**src/rtl/updown_counter.sv**
```systemverilog
// updown_counter: parametrised up/down modulus counter with parallel load,
// wrap/saturate boundary handling, terminal-count, wrap pulse and sticky
// overflow status. State updates on the falling edge of clock; clear is an
// asynchronous active-high reset that also masks tc.
//
// There is no valid/ready handshake on this block: enable and load are plain
// level-sampled controls, evaluated on every falling edge of clock.
module updown_counter #(
    parameter int WIDTH    = 4,
    parameter int MODULUS  = 16,
    parameter bit SATURATE = 1'b0
) (
    input  logic             clock,
    input  logic             clear,
    input  logic             enable,
    input  logic             load,
    input  logic [WIDTH-1:0] load_value,
    input  logic             up_down,
    output logic [WIDTH-1:0] q,
    output logic             tc,
    output logic             wrap,
    output logic             overflow
);

    // Largest legal count. MODULUS <= 2**WIDTH, so MODULUS-1 always fits in
    // WIDTH bits; when MODULUS == 2**WIDTH this is all ones and the explicit
    // wrap to 0 coincides with natural binary rollover.
    localparam logic [WIDTH-1:0] MAX_COUNT = WIDTH'(MODULUS - 1);

    logic             boundary;
    logic [WIDTH-1:0] load_clamped;
    logic [WIDTH-1:0] q_next;
    logic             wrap_next;
    logic             overflow_next;

    // Boundary detection, load clamping and the combinational terminal count.
    always_comb begin
        boundary     = up_down ? (q == MAX_COUNT) : (q == '0);
        load_clamped = (load_value > MAX_COUNT) ? MAX_COUNT : load_value;
        tc           = enable & ~load & ~clear & boundary;
    end

    // Next-state selection: load beats enable, enable beats hold.
    always_comb begin
        q_next        = q;
        wrap_next     = 1'b0;
        overflow_next = overflow;
        if (load) begin
            q_next = load_clamped;
        end else if (enable) begin
            if (boundary) begin
                overflow_next = 1'b1;
                if (!SATURATE) begin
                    q_next    = up_down ? '0 : MAX_COUNT;
                    wrap_next = 1'b1;
                end
            end else begin
                // Away from a boundary q+1 <= MAX_COUNT and q-1 >= 0, so the
                // WIDTH-bit arithmetic can never overflow here.
                q_next = up_down ? (q + 1'b1) : (q - 1'b1);
            end
        end
    end

    // Falling-edge state register with asynchronous clear taking priority.
    always_ff @(negedge clock or posedge clear) begin
        if (clear) begin
            q        <= '0;
            wrap     <= 1'b0;
            overflow <= 1'b0;
        end else begin
            q        <= q_next;
            wrap     <= wrap_next;
            overflow <= overflow_next;
        end
    end

endmodule

```
**config.mk**
```make
export PLATFORM = sky130hd
export DESIGN_NAME = updown_counter
export DESIGN_NICKNAME = d
export VERILOG_FILES = /design/src/rtl/updown_counter.sv
export SDC_FILE = /design/constraint.sdc
export NUM_CORES = 1
export LEC_CHECK = 0
export CORE_AREA = 8 8 45 47
export CTS_CLUSTER_SIZE = 12
export DETAILED_ROUTE_END_ITERATION = 12
export DIE_AREA = 0 0 53 55
export PLACE_DENSITY = 0.68
export SLEW_MARGIN = 10
export SYNTH_ARGS = -nofsm -noshare
export SYNTH_HDL_FRONTEND = slang
export SYNTH_SLANG_ARGS = --single-unit
```
**constraint.sdc**
```tcl
create_clock -name clock -period 2 [get_ports clock]
set_input_delay 0.4 -clock clock [delete_from_list [all_inputs] [get_ports clock]]
set_output_delay 0.4 -clock clock [all_outputs]
set_load 0.005 [all_outputs]
```
# Yosys cells after proc, flatten, opt, wreduce, memory -nomap -nowiden
# Cells that the tools add are included.
# word_totals
ff_bits	6
in_bits	9
output_inout_bits	7
elab_cells	25
# classes
n_addsub	2
order_cmp	1
eq_ne	1
n_mux	10
n_bitwise	5
reduce_logical	3
# op_table
operator	count
4-bit two-way mux	6
4-bit by 1-bit adder with 4-bit output, second input constant	1
4-bit equality test, second input constant	1
4-bit greater-than comparator, second input constant	1
4-bit zero test	1
1-bit two-way mux	4
4-bit by 1-bit subtractor with 4-bit output, second input constant	1
1-bit bitwise AND	3
3-bit AND reduction	1
1-bit inverter	2
2-bit nonzero test	1

# Longest topological paths before layout
# Gate-level depths: netlist of the first run.
# depth
depth_word	5
depth_mapped	6
depth_no_buf	6

==> results by group, run 1 <==
Status
  • Result of the run: complete, but fails checks
  • Violated checks: setup timing

Worst setup path
  • Type of the worst setup path: flip-flop to output port
  • Kind of launch point of the worst setup path: flip-flop
  • Cell at the slowest stage of the critical path: or4_4
  • Data arrival time of the critical path: around 2.6 ns
  • CP cell instances: or4_4 > nor2_4 > o21ai_2 > nor2_1 > buf_2
  • Flop-to-flop setup slack: between 0.2 and 0.25 ns
  • Highest fanout seen on the critical path: 2
  • Data required time at the worst endpoint: approximately 1.6 ns
  • Crit-path max cell delay: between 0.5 and 0.6 ns
  • Critical Path Sink Type: output port

Global routing
  • Layer with the highest usage after global routing: met2
  • Antenna violations before repair: 0
  • Combined global-route utilization of all metal layers: about an eighth
  • Met3 track demand over resource: around 2.1%
  • GRT overflow: 0
  • Fraction of met1 tracks used by global routing: ~13%
  • GRT met2 Usage: a little under a quarter
  • Via count of the first global-routing pass: 605
  • Global-route wire length before repair: 2660 um
  • Maximum number of pins on one net before global-route repair: 7

Timing
  • Max-slew violations: 0
  • Final-report hold violation count: 0
  • Unrepaired setup endpoints after global routing: true
  • Setup ws final: -1.01 ns
  • Hold slack final: between 0.4 and 0.5 ns
  • Setup Viol. Count Final: 12
  • Tightest Pin Transition: 0.301 ns
  • Worst slew slack as a fraction of its limit: between 70% and 80%
  • Worst clock skew: around 0.005 ns

Synthesis
  • Seq/Total Area, Yosys: between 30 and 40%
  • Async set-or-reset flop fraction in the synthesized netlist: 100%
  • Post-synthesis sequential element count: 6
  • Synthesized instance count: 43
  • Area fraction in and, or, nand and nor cells after synthesis: around 18%
  • Synth warn: 0
  • Average footprint of a synthesized cell: 9.43 sq um
  • Count of cell types in the netlist: 23
  • Post-synthesis xor/xnor area fraction: about 8.6%
  • Most area-hungry cell type in the Yosys netlist: dfrtn_1
  • Adder and majority cell fraction of the synthesized area: around 11%
  • Multiplexer fraction of the synthesized cell area: 0%
  • Synthesized Nets: 55
  • Post-synth EDFFs: 0
  • Synthesized area: 405 sq um
  • Area fraction of the dominant cell type after synthesis: 37.0%
  • Main combinational cell family by area after synthesis: compound AO/OA/AOI/OAI gates
  • Top post-synthesis cells by area: dfrtn_1 (37%), xnor2_1 (6.5%), ha_1 (6.2%)
  • List of most frequent post-synthesis cells: dfrtn_1 (6), nor2_1 (5), inv_1 (4)
  • Library cell with the highest instance count after synthesis: dfrtn_1
  • Complex-gate fraction of the synthesized area: between 20% and 30%
  • Primary flip-flop cell chosen by synthesis mapping: dfrtn_1

Power and ir drop
  • Overall Power: between 0.5 and 0.6 mW
  • Worst IR Drop VDD: between 0.3 and 0.4 mV
  • Leakage dissipation: 0.457 nW
  • Power per cell area: roughly 640 nW/um^2

Floorplan
  • Area of the core region: approximately 1400 sq um
  • Die H: between 50 and 60 um
  • Ports: 16
  • Site Rows: 14
  • Full die area: between 2000 and 3000 sq um
  • Chip width: 53 um
  • Effective utilization at floorplan: slightly below 30%

Cells and area
  • N_diodes: 0
  • Filler cell count in the final layout: roughly 100
  • Area of combinational cells with multiple inputs: slightly below 300 sq um
  • Footprint of the flip-flops and latches: around 150 sq um
  • Final #Nets: around 100
  • Layout area overhead: 126%
  • Share of final-layout standard cells stronger than drive strength 1: between 50% and 60%

Min path
  • Path type of the worst min-delay path: flip-flop to flip-flop

Run
  • Maximum Capacitance Violations: 0

Placed design
  • Last weighted congestion value of the routability-driven placer: 0.766
  • Post-DP HPWL: around 960 um
  • Pre-CTS setup slack: -1.12 ns
  • Input/output buffers: 15

Clocking
  • CTS clk-pin slew, worst paths: ~0.040 ns
  • Number of clock sinks seen by CTS: 6
  • Clock buffers created by TritonCTS: 3
  • Worst-Skew Late Latency: around 0.25 ns
  • Number of buffers between clock root and the deepest sink: 2
  • CTS tree: built
  • Buffer cell driving the clock tree root: clkbuf_4
  • Number of H-tree levels: 1
  • Hold-fix buffers at CTS: 0

Route
  • Number of iterations in the first detailed-routing pass: 3
  • Vias per cell: approximately 4.6
  • Count of vias placed by the detailed router: 483
  • Final Routed Wirelength: about 1600 um
  • Antenna violation net count after detailed routing: 0
  • Initial DRC Count: 8
  • DRC violation count after routing: 0
  • Average wire per cell in the routed design: 15.1 um
-- final cells by class --
class	count	area share (%)
Clock buffer	3	2.46
Inverter	4	3.41
Tap cell	16	2.18
Timing Repair Buffer	44	43.2
Sequential cell	6	16.4
Multi-Input combinational cell	32	32.3
-- layout by cell type (no fill, tap or decap) --
cell type         n
o31ai_2           1
and2_4            1
dfrtn_1           6
dlygate4sd2_1     3
inv_16            1
buf_2             3
buf_8             1
a221oi_1          1
inv_1             2
fa_1              1
and4_2            1
o21ai_4           1
clkbuf_4          3
xor2_1            1
clkdlybuf4s50_1   5
o22ai_1           1
a21boi_1          1
xnor2_1           2
inv_2             1
buf_4            21
nor3b_1           1
o21ai_1           1
o41ai_2           1
buf_6            10
ha_4              1
nand2_1           3
a21o_1            1
o21ai_2           1
buf_12            1
xnor2_2           1
a21oi_2           1
a21oi_1           1
nand2b_4          1
nor2_4            1
or4_4             1
ha_1              1
nor2_1            4
o21ai_0           1
-- cell families after synthesis --
kind of cell,count (synthesis)
and+or+nand+nor,13
DFF,6
AOI/OAI and AO/OA,12
xor gates and xnor gates,4
adders and majority gates,3
buffers and inverters,5
-- per-layer routing --
metal | up-vias | part of all wire (%)
met5 | - | 0
met4 | 0 | 1.4
met3 | 2 | 3.2
met2 | 10 | 54
met1 | 228 | 41
li1 | 243 | -
-- sequential cells by signal, summed over array words and instances, names as in the netlist --
signal,flops
q,4
overflow,1
wrap,1
-- metrics by stage --
stage | instance area, sq um | instances | TNS [ns] | util (%)
finish | 917 | 105 | -4.79 | 66.3
global route | 917 | 105 | -5.31 | 66.3
CTS | 917 | 106 | -5.32 | 66.3
detailed placement | 756 | 90 | -9.25 | 54.6
global placement | 756 | 90 | -8.93 | 54.6
floorplan | 450 | 43 | -1.96 | -
-- critical path, delay by kind of cell, from the launching register on --
| family | cells | cell delay [ns] |
|---|---|---|
| DFF | 1 | 0.36 |
| buffers and inverters | 1 | 0.13 |
| and+or+nand+nor | 3 | 0.80 |
| AOI/OAI and AO/OA | 1 | 0.07 |
-- timing repair --
action / 4_1_cts / 5_1_grt
hold endpoints to repair: 0 / 0
pin swaps: 7 / 2
setup endpoints to repair: 13 / 12
gates resized for setup: 51 / 8
buffers inserted: 16 / 8
-- power breakdown --
| part | internal, mW | switching (mW) | leakage [nW] |
|---|---|---|---|
| Clock | 0.0677 | 0.0413 | 0.0138 |
| Sequential | 0.146 | 0.0128 | 0.0727 |
| Combinational | 0.190 | 0.126 | 0.371 |
-- worst paths after layout --
path                               start       end  cells after the start
max in group asynchronous          clear      q[1]                      2
worst max-delay path                q[3]        tc                      5
min in group asynchronous          clear      wrap                      2
worst max register to register      q[0]      q[2]                      8
worst min register to register  overflow  overflow                      1
worst min-delay path            overflow  overflow                      1
Power figures use the tool's default switching activity.
==> run 2, diff against run 1 <==
Settings changed: SKIP_CTS_REPAIR_TIMING set to 1.
Clock period 2 ns to 3.3 ns, I/O delays scaled along.
==> run 2 against run 1 <==
Effect of this change: the run still ends with setup timing left; global-route usage shrank 2.4 points; hold slack better by 0.037 ns; sequential power decreased by 39%; sequential share of layout area rose by 2.5 points; routed wire length is 18% lower; clock skew is 0.0027 ns higher; design area down 13%; power down 46%; utilization down 8.7 points; register-to-register slack better by 1.5 ns; cell count fell by 9.5%; largest power group unchanged.
==> results by group, run 2 (synthesis results as in run 1) <==
Power and ir drop
  • Leakage dissipation: 0.437 nW (was 0.457 nW)
  • Power per cell area: 397 nW/um^2 (was 636 nW/um^2)
  • Overall Power: 0.316 mW (was 0.584 mW)
  • Worst IR Drop VDD: 0.206 mV (was 0.397 mV)

Cells and area
  • Most common cell after layout, fill and taps aside: buf_4 (unchanged)
  • Final instance count without filler cells: 95 (was 105)
  • Layout area overhead: 96.6% (was 126%)
  • N_diodes: 0 (unchanged)
  • Final #Nets: 93 (was 103)
  • Largest registers ranked by flip-flop count: q: 4 flops, overflow: 1 flops, wrap: 1 flops (unchanged)
  • Most flop-heavy register: q (unchanged)
  • Share of final-layout standard cells stronger than drive strength 1: 46.8% (was 59.6%)
  • Highest-count cells in the layout ignoring fill and taps: buf_4 (15), clkdlybuf4s50_1 (6), dlymetal6s2s_1 (6), dfrtn_1 (6), buf_6 (4) (was buf_4 (21), buf_6 (10), dfrtn_1 (6))
  • Number of flip-flops in the largest register: 4 (unchanged)

Placed design
  • Input/output buffers: 15 (unchanged)
  • Total instance count after detailed placement: 89 (was 90)
  • Post-DP HPWL: 987 um (was 959 um)
  • Last weighted congestion value of the routability-driven placer: 0.800 (was 0.766)

Clocking
  • Worst-Skew Late Latency: 0.27 ns (was 0.25 ns)
  • Number of H-tree levels: 1 (unchanged)
  • Number of buffers between clock root and the deepest sink: 2 (unchanged)
  • Clock buffers created by TritonCTS: 3 (unchanged)
  • Buffer cell driving the clock tree root: clkbuf_4 (unchanged)
  • CTS clk-pin slew, worst paths: 0.04 ns (about the same)
  • CTS tree: built (unchanged)
  • Number of clock sinks seen by CTS: 6 (unchanged)

Floorplan
  • Chip width: 53 um (unchanged)
  • Area of the core region: 1380 sq um (unchanged)
  • Full die area: 2920 sq um (unchanged)
  • Ports: 16 (unchanged)
  • Site Rows: 14 (unchanged)
  • Die H: 55 um (unchanged)
  • Effective utilization at floorplan: 29.3% (unchanged)

Timing
  • Unrepaired setup endpoints after global routing: true (unchanged)
  • Hold slack final: 0.460 ns (was 0.423 ns)
  • Tightest Pin Transition: 0.280 ns (was 0.301 ns)
  • Setup TNS after final layout: -0.687 ns (was -4.79 ns)
  • Final-report hold violation count: 0 (unchanged)
  • Setup Viol. Count Final: 4 (was 12)
  • Worst clock skew: 0.00774 ns (was 0.00504 ns)
  • Setup ws final: -0.513 ns (was -1.01 ns)
  • Max-slew violations: 0 (unchanged)
  • Worst slew slack as a fraction of its limit: 81.1% (was 79.9%)

Route
  • Vias per cell: 4.84 (was 4.60)
  • Average wire per cell in the routed design: 13.6 um (was 15.1 um)
  • Antenna violation net count after detailed routing: 0 (unchanged)
  • Initial DRC Count: 2 (was 8)
  • Number of iterations in the first detailed-routing pass: 2 (was 3)
  • DRC violation count after routing: 0 (unchanged)
  • Count of vias placed by the detailed router: 460 (was 483)
  • Final Routed Wirelength: 1300 um (was 1580 um)

Worst setup path
  • Critical Path Sink Type: output port (unchanged)
  • Kind of launch point of the worst setup path: flip-flop (unchanged)
  • Type of the worst setup path: flip-flop to output port (unchanged)
  • Worst-case reg-to-reg path depth: 6 (was 8)
  • Worst flop-to-flop path endpoint: q[2] (unchanged)
  • Data arrival time of the critical path: 3.15 ns (was 2.61 ns)
  • Startpoint of the worst setup timing path: q[1] (was q[3])
  • Beginning of the worst register-to-register path: q[1] (was q[0])
  • Highest fanout seen on the critical path: 2 (unchanged)
  • Flop-to-flop setup slack: 1.69 ns (was 0.22 ns)
  • Critical Path End: tc (unchanged)
  • Data required time at the worst endpoint: 2.64 ns (was 1.60 ns)

Run
  • Maximum Capacitance Violations: 0 (unchanged)

Global routing
  • Antenna violations before repair: 0 (unchanged)
  • Fraction of met1 tracks used by global routing: 10.2% (was 12.8%)
  • Layer with the highest usage after global routing: met2 (unchanged)
  • Via count of the first global-routing pass: 490 (was 605)
  • GRT met2 Usage: 17.2% (was 23.8%)
  • Met3 track demand over resource: 4.28% (was 2.14%)
  • Combined global-route utilization of all metal layers: 9.83% (was 12.2%)
  • GRT overflow: 0 (unchanged)
  • Maximum number of pins on one net before global-route repair: 8 (was 7)
  • Global-route wire length before repair: 2100 um (was 2660 um)

Min path
  • Hold Path Cell Cnt: 1 (unchanged)
  • Path type of the worst min-delay path: flip-flop to flip-flop (unchanged)

Status
  • Result of the run: complete, but fails checks (unchanged)
  • Violated checks: setup timing (unchanged)
run 2: critical path, stage by stage (launching register included):
cell and delay [ns]:
dfrtn_1 0.34, or4_4 0.54, nor2_4 0.11, o21ai_2 0.07
nor2_1 0.07, buf_2 0.12
run 2: worst min path at each step:
stage / startpoint / end / slack, ns
6_report: overflow / overflow / 0.46
5_1_grt: overflow / overflow / 0.49
4_1_cts: overflow / overflow / 0.47
3_5_place_dp: overflow / overflow / 0.47
3_3_place_gp: overflow / overflow / 0.41
2_1_floorplan: overflow / overflow / 0.42
run 2: layer usage:
layer | part of all wire, % | vias up | wire (um)
met1 | 36 | 222 | 465
li1 | - | 223 | -
met3 | 5.6 | 2 | 72
met4 | 1.2 | 0 | 16
met2 | 57 | 13 | 741
met5 | 0 | - | 0
run 2: power by group:
group	internal, mW	switching [mW]	total (mW)
clock network	0.0414	0.0311	0.0725
registers	0.0882	0.00883	0.0971
logic	0.0863	0.0606	0.147
total	0.216	0.100	0.316
run 2: area by class of cell:
type	instances	area (sq um)
clock buffer	3	22.5
fill	132	587
inverter	4	15.0
multi-input combinational	32	282
sequential	6	150
tap	16	20.0
timing repair buffer	34	308
run 2: through the flow:
stage | util, % | area (sq um) | worst slack (ns)
floorplan | - | 420 | -0.245
global placement | 51.1 | 707 | -0.669
detailed placement | 51.1 | 707 | -0.674
CTS | 52.7 | 729 | -0.981
global route | 57.6 | 797 | -0.587
finish | 57.6 | 797 | -0.513
